<file path="src/rtl/dmem_responder_if.sv">
// Data-memory bus bundle: CPU load/store port plus the side preload port.
// master drives requests (CPU / boot logic); slave is the memory responder.
//   dmem_w_en, dmem_addr, dmem_wdata : CPU store strobe, word address, data
//   dmem_rdata, dmem_ready           : combinational read data, array ready
//   pl_valid, pl_addr, pl_data       : preload request
//   pl_ready                         : preload accepted this cycle
interface dmem_responder_if #(
    parameter int WIDTH  = 32,
    parameter int ADDR_W = 6
);

    logic              dmem_w_en;
    logic [ADDR_W-1:0] dmem_addr;
    logic [WIDTH-1:0]  dmem_wdata;
    logic [WIDTH-1:0]  dmem_rdata;
    logic              dmem_ready;

    logic              pl_valid;
    logic [ADDR_W-1:0] pl_addr;
    logic [WIDTH-1:0]  pl_data;
    logic              pl_ready;

    modport master (
        output dmem_w_en,
        output dmem_addr,
        output dmem_wdata,
        input  dmem_rdata,
        input  dmem_ready,
        output pl_valid,
        output pl_addr,
        output pl_data,
        input  pl_ready
    );

    modport slave (
        input  dmem_w_en,
        input  dmem_addr,
        input  dmem_wdata,
        output dmem_rdata,
        output dmem_ready,
        input  pl_valid,
        input  pl_addr,
        input  pl_data,
        output pl_ready
    );

endinterface

</file>
<file path="src/rtl/dmem_responder.sv">
// Data-memory responder: DEPTH x WIDTH array, combinational read, clocked
// write, zeroed by a clear sweep after every reset, with a side preload port.
//   clk, reset : single clock, synchronous active-high reset
//   bus        : dmem_responder_if.slave (CPU port + preload handshake)
//   wr_count   : saturating count of committed CPU stores
module dmem_responder #(
    parameter int WIDTH  = 32,
    parameter int DEPTH  = 64,
    parameter int ADDR_W = 6,
    parameter int CNT_W  = 16
) (
    input  logic             clk,
    input  logic             reset,
    dmem_responder_if.slave  bus,
    output logic [CNT_W-1:0] wr_count
);

    localparam logic [0:0] S_CLEAR = 1'b0;
    localparam logic [0:0] S_READY = 1'b1;

    localparam logic [ADDR_W-1:0] LAST_ADDR = ADDR_W'(DEPTH - 1);
    localparam logic [CNT_W-1:0]  CNT_MAX   = {CNT_W{1'b1}};

    logic [0:0]        state;
    logic [ADDR_W-1:0] clr_ptr;
    logic [WIDTH-1:0]  mem [DEPTH];

    logic              ready;
    logic              cpu_we;
    logic              pl_we;
    logic              mem_we;
    logic [ADDR_W-1:0] mem_waddr;
    logic [WIDTH-1:0]  mem_wdata;

    assign ready = (state == S_READY);

    // CPU store always wins the single write port; the preload requester
    // must hold its request until it sees pl_ready.
    assign cpu_we = ready & bus.dmem_w_en;
    assign pl_we  = ready & bus.pl_valid & ~bus.dmem_w_en;

    assign bus.dmem_ready = ready;
    assign bus.pl_ready   = pl_we;
    assign bus.dmem_rdata = ready ? mem[bus.dmem_addr] : '0;

    // Write-port mux: the clear sweep owns the port while not ready.
    always_comb begin
        mem_we    = 1'b0;
        mem_waddr = '0;
        mem_wdata = '0;
        if (!reset) begin
            if (!ready) begin
                mem_we    = 1'b1;
                mem_waddr = clr_ptr;
            end else if (cpu_we) begin
                mem_we    = 1'b1;
                mem_waddr = bus.dmem_addr;
                mem_wdata = bus.dmem_wdata;
            end else if (pl_we) begin
                mem_we    = 1'b1;
                mem_waddr = bus.pl_addr;
                mem_wdata = bus.pl_data;
            end
        end
    end

    // Array has no reset of its own; contents are zeroed by the sweep.
    always_ff @(posedge clk) begin
        if (mem_we) begin
            mem[mem_waddr] <= mem_wdata;
        end
    end

    always_ff @(posedge clk) begin
        if (reset) begin
            state   <= S_CLEAR;
            clr_ptr <= '0;
        end else begin
            case (state)
                S_CLEAR: begin
                    clr_ptr <= clr_ptr + 1'b1;
                    if (clr_ptr == LAST_ADDR) begin
                        state <= S_READY;
                    end
                end
                default: begin
                    state <= S_READY;
                end
            endcase
        end
    end

    always_ff @(posedge clk) begin
        if (reset) begin
            wr_count <= '0;
        end else if (cpu_we && (wr_count != CNT_MAX)) begin
            wr_count <= wr_count + 1'b1;
        end
    end

endmodule

</file>
<file path="src/flat_wrapper.sv">
// flat-port wrapper written by rule: the top's interface ports become plain ports
module dmem_responder_flat 
#(
    parameter int WIDTH  = 32,
    parameter int DEPTH  = 64,
    parameter int ADDR_W = 6,
    parameter int CNT_W  = 16
)
  (clk, reset, wr_count, bus_dmem_w_en, bus_dmem_addr, bus_dmem_wdata, bus_dmem_rdata, bus_dmem_ready, bus_pl_valid, bus_pl_addr, bus_pl_data, bus_pl_ready);
  dmem_responder_if #(.WIDTH(WIDTH), .ADDR_W(ADDR_W)) bus_i ();
  input  logic clk;
  input  logic reset;
  output logic [CNT_W-1:0] wr_count;
  input wire logic [$bits(bus_i.dmem_w_en)-1:0] bus_dmem_w_en;
  input wire logic [$bits(bus_i.dmem_addr)-1:0] bus_dmem_addr;
  input wire logic [$bits(bus_i.dmem_wdata)-1:0] bus_dmem_wdata;
  output wire logic [$bits(bus_i.dmem_rdata)-1:0] bus_dmem_rdata;
  output wire logic [$bits(bus_i.dmem_ready)-1:0] bus_dmem_ready;
  input wire logic [$bits(bus_i.pl_valid)-1:0] bus_pl_valid;
  input wire logic [$bits(bus_i.pl_addr)-1:0] bus_pl_addr;
  input wire logic [$bits(bus_i.pl_data)-1:0] bus_pl_data;
  output wire logic [$bits(bus_i.pl_ready)-1:0] bus_pl_ready;
  assign bus_i.dmem_w_en = bus_dmem_w_en;
  assign bus_i.dmem_addr = bus_dmem_addr;
  assign bus_i.dmem_wdata = bus_dmem_wdata;
  assign bus_dmem_rdata = bus_i.dmem_rdata;
  assign bus_dmem_ready = bus_i.dmem_ready;
  assign bus_i.pl_valid = bus_pl_valid;
  assign bus_i.pl_addr = bus_pl_addr;
  assign bus_i.pl_data = bus_pl_data;
  assign bus_pl_ready = bus_i.pl_ready;
  dmem_responder #(.WIDTH(WIDTH), .DEPTH(DEPTH), .ADDR_W(ADDR_W), .CNT_W(CNT_W)) u_core (.clk(clk), .reset(reset), .bus(bus_i), .wr_count(wr_count));
endmodule
</file>
<file path="config.mk">
export PLATFORM = sky130hd
export DESIGN_NAME = dmem_responder_flat
export DESIGN_NICKNAME = d
export VERILOG_FILES = /design/src/rtl/dmem_responder_if.sv /design/src/rtl/dmem_responder.sv /design/src/flat_wrapper.sv
export SDC_FILE = /design/constraint.sdc
export NUM_CORES = 2
export LEC_CHECK = 0
export CAP_MARGIN = 20
export CELL_PAD_IN_SITES_DETAIL_PLACEMENT = 1
export CELL_PAD_IN_SITES_GLOBAL_PLACEMENT = 1
export CORE_ASPECT_RATIO = 0.9
export CORE_MARGIN = 5
export CORE_UTILIZATION = 56
export DETAILED_ROUTE_END_ITERATION = 8
export PLACE_DENSITY_LB_ADDON = 0.3
export SLEW_MARGIN = 0
export SYNTH_ARGS = -nofsm -noshare
export SYNTH_HDL_FRONTEND = slang
export SYNTH_SLANG_ARGS = --single-unit
</file>
<file path="constraint.sdc">
create_clock -name clk -period 7.03 [get_ports clk]
set_input_delay 1.406 -clock clk [delete_from_list [all_inputs] [get_ports clk]]
set_output_delay 1.406 -clock clk [all_outputs]
set_load 0.02 [all_outputs]
</file>
Word-level counts from Yosys, hierarchy flattened:

Memories as Yosys holds them, arrays and structs flattened.
Index checks and enable logic that the tools add are counted.

* div/mod/pow operators: 0
* multiply operators: 0
* bitwise operators: 4
* shifts and indexed selects: 0
* muxes and demuxes: 17
* $lt $le $gt $ge: 0
* reductions and logical operators: 1
* add/sub/neg operators: 2
* equal/unequal tests: 2

Operator list (number)
* 2-to-1 mux 32 bit: 5
* 2-to-1 mux 6 bit: 4
* adder 16 x 1 -> 16 bit (second input constant): 1
* inequality test 16 bit (second input constant): 1
* 2-to-1 mux 1 bit: 8
* adder 6 x 1 -> 6 bit (second input constant): 1
* equality test 6 bit (second input constant): 1
* AND 1 bit: 3
* logical AND 1 bit: 1
* NOT 1 bit: 1

* bits in latches: 0
* input port bits: 80
* flip-flop bits (word level): 23
* ROM bits: 0
* RAM bits: 2048
* logic and storage cells: 30
* memories kept: 1
* output and inout port bits: 50

Memories
* u_core.mem: depth 64, width 32, rd ports 1, clocked after Yosys merged registers in 0, write ports 1, line dmem_responder.sv:26 `logic [WIDTH-1:0] mem [DEPTH];`

Depth between registers and ports, before layout:

* depth after elaboration: 8
* mapped depth: 10
* depth with buffers taken out: 6

Worst setup path before layout:

No wires, ideal clock.

* path kind: input port to flip-flop
* start point: input port bus_pl_valid
* end point: memory u_core.mem[40][0] (enable)
* slack: 833 ps
* required time: 6528 ps
* arrival time: 5695 ps
* stages on the path: 6
* cells stage by stage: clkbuf_1 -> nand3b_1 -> a311oi_2 -> nor2b_1 -> nand2_1 -> nor4_1

* longest elaborated chain between the ends: 8
* elaborated cells on any way between the ends: 12
* classes of those cells: mux: 10; bitwise: 2

Ends and longest elaborated chain
* from (decl): line flat_wrapper.sv:19 `input wire logic [$bits(bus_i.pl_valid)-1:0] bus_pl_valid;`
* AND 1 bit (*) (2 in a row): line dmem_responder.sv:40 `assign pl_we = ready & bus.pl_valid & ~bus.dmem_w_en;`
* 2-to-1 mux 1 bit: line dmem_responder.sv:59 `end else if (pl_we) begin`
* 2-to-1 mux 1 bit: line dmem_responder.sv:55 `end else if (cpu_we) begin`
* 2-to-1 mux 1 bit: line dmem_responder.sv:52 `if (!ready) begin`
* 2-to-1 mux 1 bit: line dmem_responder.sv:51 `if (!reset) begin`
* 2-to-1 mux 1 bit: line dmem_responder.sv:69 `if (mem_we) begin`
* 2-to-1 mux 1 bit (implied by the code): line dmem_responder.sv:70 `mem[mem_waddr] <= mem_wdata;`
* to (decl): line dmem_responder.sv:26

Mark *: on every way between the ends. The rest lies on a longest branch, timed or not.

Worst setup path in the final report:

* start point: input port bus_dmem_addr[0]
* end point: output port bus_dmem_rdata[14]

* longest elaborated chain between the ends: 2

Ends and longest elaborated chain
* from (decl): line flat_wrapper.sv:15 `input wire logic [$bits(bus_i.dmem_addr)-1:0] bus_dmem_addr;`
* memory read (64 x 32 bit)
* 2-to-1 mux 32 bit: line dmem_responder.sv:44 `assign bus.dmem_rdata = ready ? mem[bus.dmem_addr] : '0;`
* to (decl): line flat_wrapper.sv:17 `output wire logic [$bits(bus_i.dmem_rdata)-1:0] bus_dmem_rdata;`

No other way between the ends.

==> summary.txt <==
status - completed
largest net degree at the start of global routing - 65
YS warnings - 0
mapped cell area - 80130 µm²
Crit Path Category - in -> out
relative slew slack - 21.56%
final WL - 224000 µm
Net Sw Frac - 20.17%
detailed placement HPWL - 123400 µm
CTS tree - yes
Cell Pwr Density - 265.5 nW/µm²
First DRT Iteration DRCs - 5672
setup TNS - 0 ns
Routed wire per std cell - 38.23 µm
DP Area - 85170 µm²
Net Count, Synth - 3598
Clock Skews - 0.02274 ns
Max-Cap Viols - 0
drt via density - 6.875
FP Rows - 131
Internal - 19.35 mW
GP Congestion - 0.7909
num ports - 130
Fillers - 11210
async set-reset flop share out of synthesis - 0%
die area - 150800 µm²
Slew Viols, Final - 0
Area contributors post-synth - edfxtp_1, mux4_2, mux2i_1
die height - 368.9 µm
clk sinks - 2071
first drt pass iteration count - 6
top_reg_cell synth - edfxtp_1
#FFs+latches synth - 2071
Worst R2R Setup Slack - 2.97 ns
maximum vdd drop - 0.0002439 V
area of the multi-input gates - 17820 µm²
worst endpoint required time - 5.62 ns
clock latency at the later pin of the worst-skew pair - 0.81 ns
Max Fclk - 158.1 MHz
Critical-path top delay cell - a211oi_1
non-filler cells in the finished layout - 5858
Logic pwr share - 3.1%
RSZ-0062 raised after global routing - no
Synth area leader - edfxtp_1
critical path arrival - 4.92 ns
setup bufs post-CTS - 0
startpoint types - input port
Leakage - 24.68 nW
Antenna Nets Post-Route - 0
clock buffer count from CTS - 196
worst slew pin tran - 1.177 ns
Synth Instances - 3516
cell at the root of the clock tree - clkbuf_16
CP peak stage delay - 0.82 ns
fin crit share - 89.96%
Hold Vio Cnt, Final - 0
clock slew at reported path FFs - 0.06 ns
top-count cell post-synth - edfxtp_1
top cells by count, synth - edfxtp_1, mux4_2, mux2i_1
count of input and output buffers - 129
CP cell instances - buf_8 -> buf_12 -> buf_4 -> mux2i_1 -> a22oi_1 -> a41o_1 -> a211oi_1 -> nor2_1 -> clkdlybuf4s50_1
Final Net Count - 3923
FF/Latch Area - 61960 µm²
Flop pwr share - 55.4%
post-synthesis sequential area ratio - 77.33%
post-CTS resize count - 0
Overflow after GRT - 0
CP Max Fanout - 27
GR Util All Layers - 29.95%
first-pass GRT wire length - 318600 µm
sw power - 4.888 mW
number of global-route vias before repair - 42100
fraction of layout cells with a size suffix above 1 - 28.23%
Mapped Avg Cell Area - 22.79 µm²
CTS max path bufs - 3
count of cell types in the netlist - 51
total number of vias - 40270
cts hold-fix bufs - 0
Post-synth EDFFs - 2048
cell area after layout - 91260 µm²
Tmin final - 6.324 ns
clock power share - 41.5%
# DRC - 0
core area - 141900 µm²
Die Wd - 408.7 µm
Power, Total - 24.23 mW
depth of the CTS H-tree - 4
CP endpoint kind - output pin
Initial Util - 56.45%
setup violators final - 0
Hold WC Path Type - reg -> reg
placed cell count - 5498
Layout area overhead - 13.90%
Synth top area share - 76.75%
initial antenna violation count - 6
==> metal layers <==
layer,global-route usage [%],share of wire (%)
met1,41.41,37
met2,47.87,49
met3,7.208,11
met4,9.942,3.4
met5,0,0.025
==> registers in the layout, summed over array words and instances (netlist names) <==
register               flops
u_core.mem              2048
u_core.wr_count           16
u_core.clr_ptr             6
u_core.bus.dmem_ready      1
==> cell type report <==
class	count	share of cell area [%]
Antenna cell	7	0.01919
Clock buffer	246	5.673
Clock inverter	100	0.8404
Inverter	3	0.01234
Multi-Input combinational cell	1247	19.53
Sequential cell	2071	67.89
Tap cell	1862	2.553
Timing Repair Buffer	322	3.478
==> power groups by stage <==
| stage | sequential, mW | combinational, mW | clock [mW] |
|---|---|---|---|
| CTS | 13.4 | 0.764 | 10.1 |
| floorplan | 13.7 | 0.498 | 0 |
| global placement | 13.7 | 0.745 | 0 |
| detailed placement | 13.7 | 0.757 | 0 |
| finish | 13.4 | 0.762 | 10.1 |
| global route | 13.4 | 0.791 | 10.8 |
==> final timing paths <==
kind	start	to	depth (start not counted)
max	bus_dmem_addr[0]	bus_dmem_rdata[14]	9
min	u_core.clr_ptr[5]$_SDFFE_PP0N_	u_core.clr_ptr[5]$_SDFFE_PP0N_	2
max reg2reg	u_core.bus.dmem_ready$_SDFF_PP0_	u_core.mem[13][10]$_DFFE_PP_	7
min reg2reg	u_core.clr_ptr[5]$_SDFFE_PP0N_	u_core.clr_ptr[5]$_SDFFE_PP0N_	2
==> kinds of logic after synthesis <==
kind of cell	Yosys count	synth area share, %
adders and majority gates	2	0.03123
muxes	723	17.57
DFF	2071	77.33
and+or+nand+nor	313	1.774
xor gates and xnor gates	18	0.1968
AOI/OAI and AO/OA	191	1.721
buffers and inverters	198	1.379
==> through the flow <==
| stage | util (%) | hold slack, ns | setup slack, ns |
|---|---|---|---|
| after global routing | 64.28 | 0.5864 | 0.7074 |
| final | 64.29 | 0.5461 | 0.7056 |
| after floorplan | - | 0.4670 | 0.8330 |
| after CTS | 64.19 | 0.5516 | 0.8046 |
| after detailed placement | 60.00 | 0.5021 | 0.8682 |
| after global placement | 59.95 | 0.4810 | 0.9103 |
==> layout by cell type (no fill, tap or decap), types with 11 or more instances in the layout <==
cell	instances
a21oi_1	17
clkbuf_16	200
nand3_1	33
buf_4	166
clkbuf_1	46
nor2_4	97
buf_12	32
edfxtp_1	2048
nor3_1	11
dfxtp_1	22
nand2_1	56
nor2_1	53
a22oi_1	95
o21ai_0	14
bufinv_16	12
clkinv_2	26
mux4_2	545
clkinv_1	54
o211ai_1	11
clkdlybuf4s50_1	117
mux2_2	18
xnor2_1	15
mux2i_1	159
==> worst max-delay path: cells and delay by family <==
| kind | cells | cell delay, ns |
|---|---|---|
| mux | 1 | 0.31 |
| compound gates | 3 | 1.24 |
| buf+inv | 4 | 1.63 |
| simple gates | 1 | 0.21 |
(Power assumes the default switching activity.)
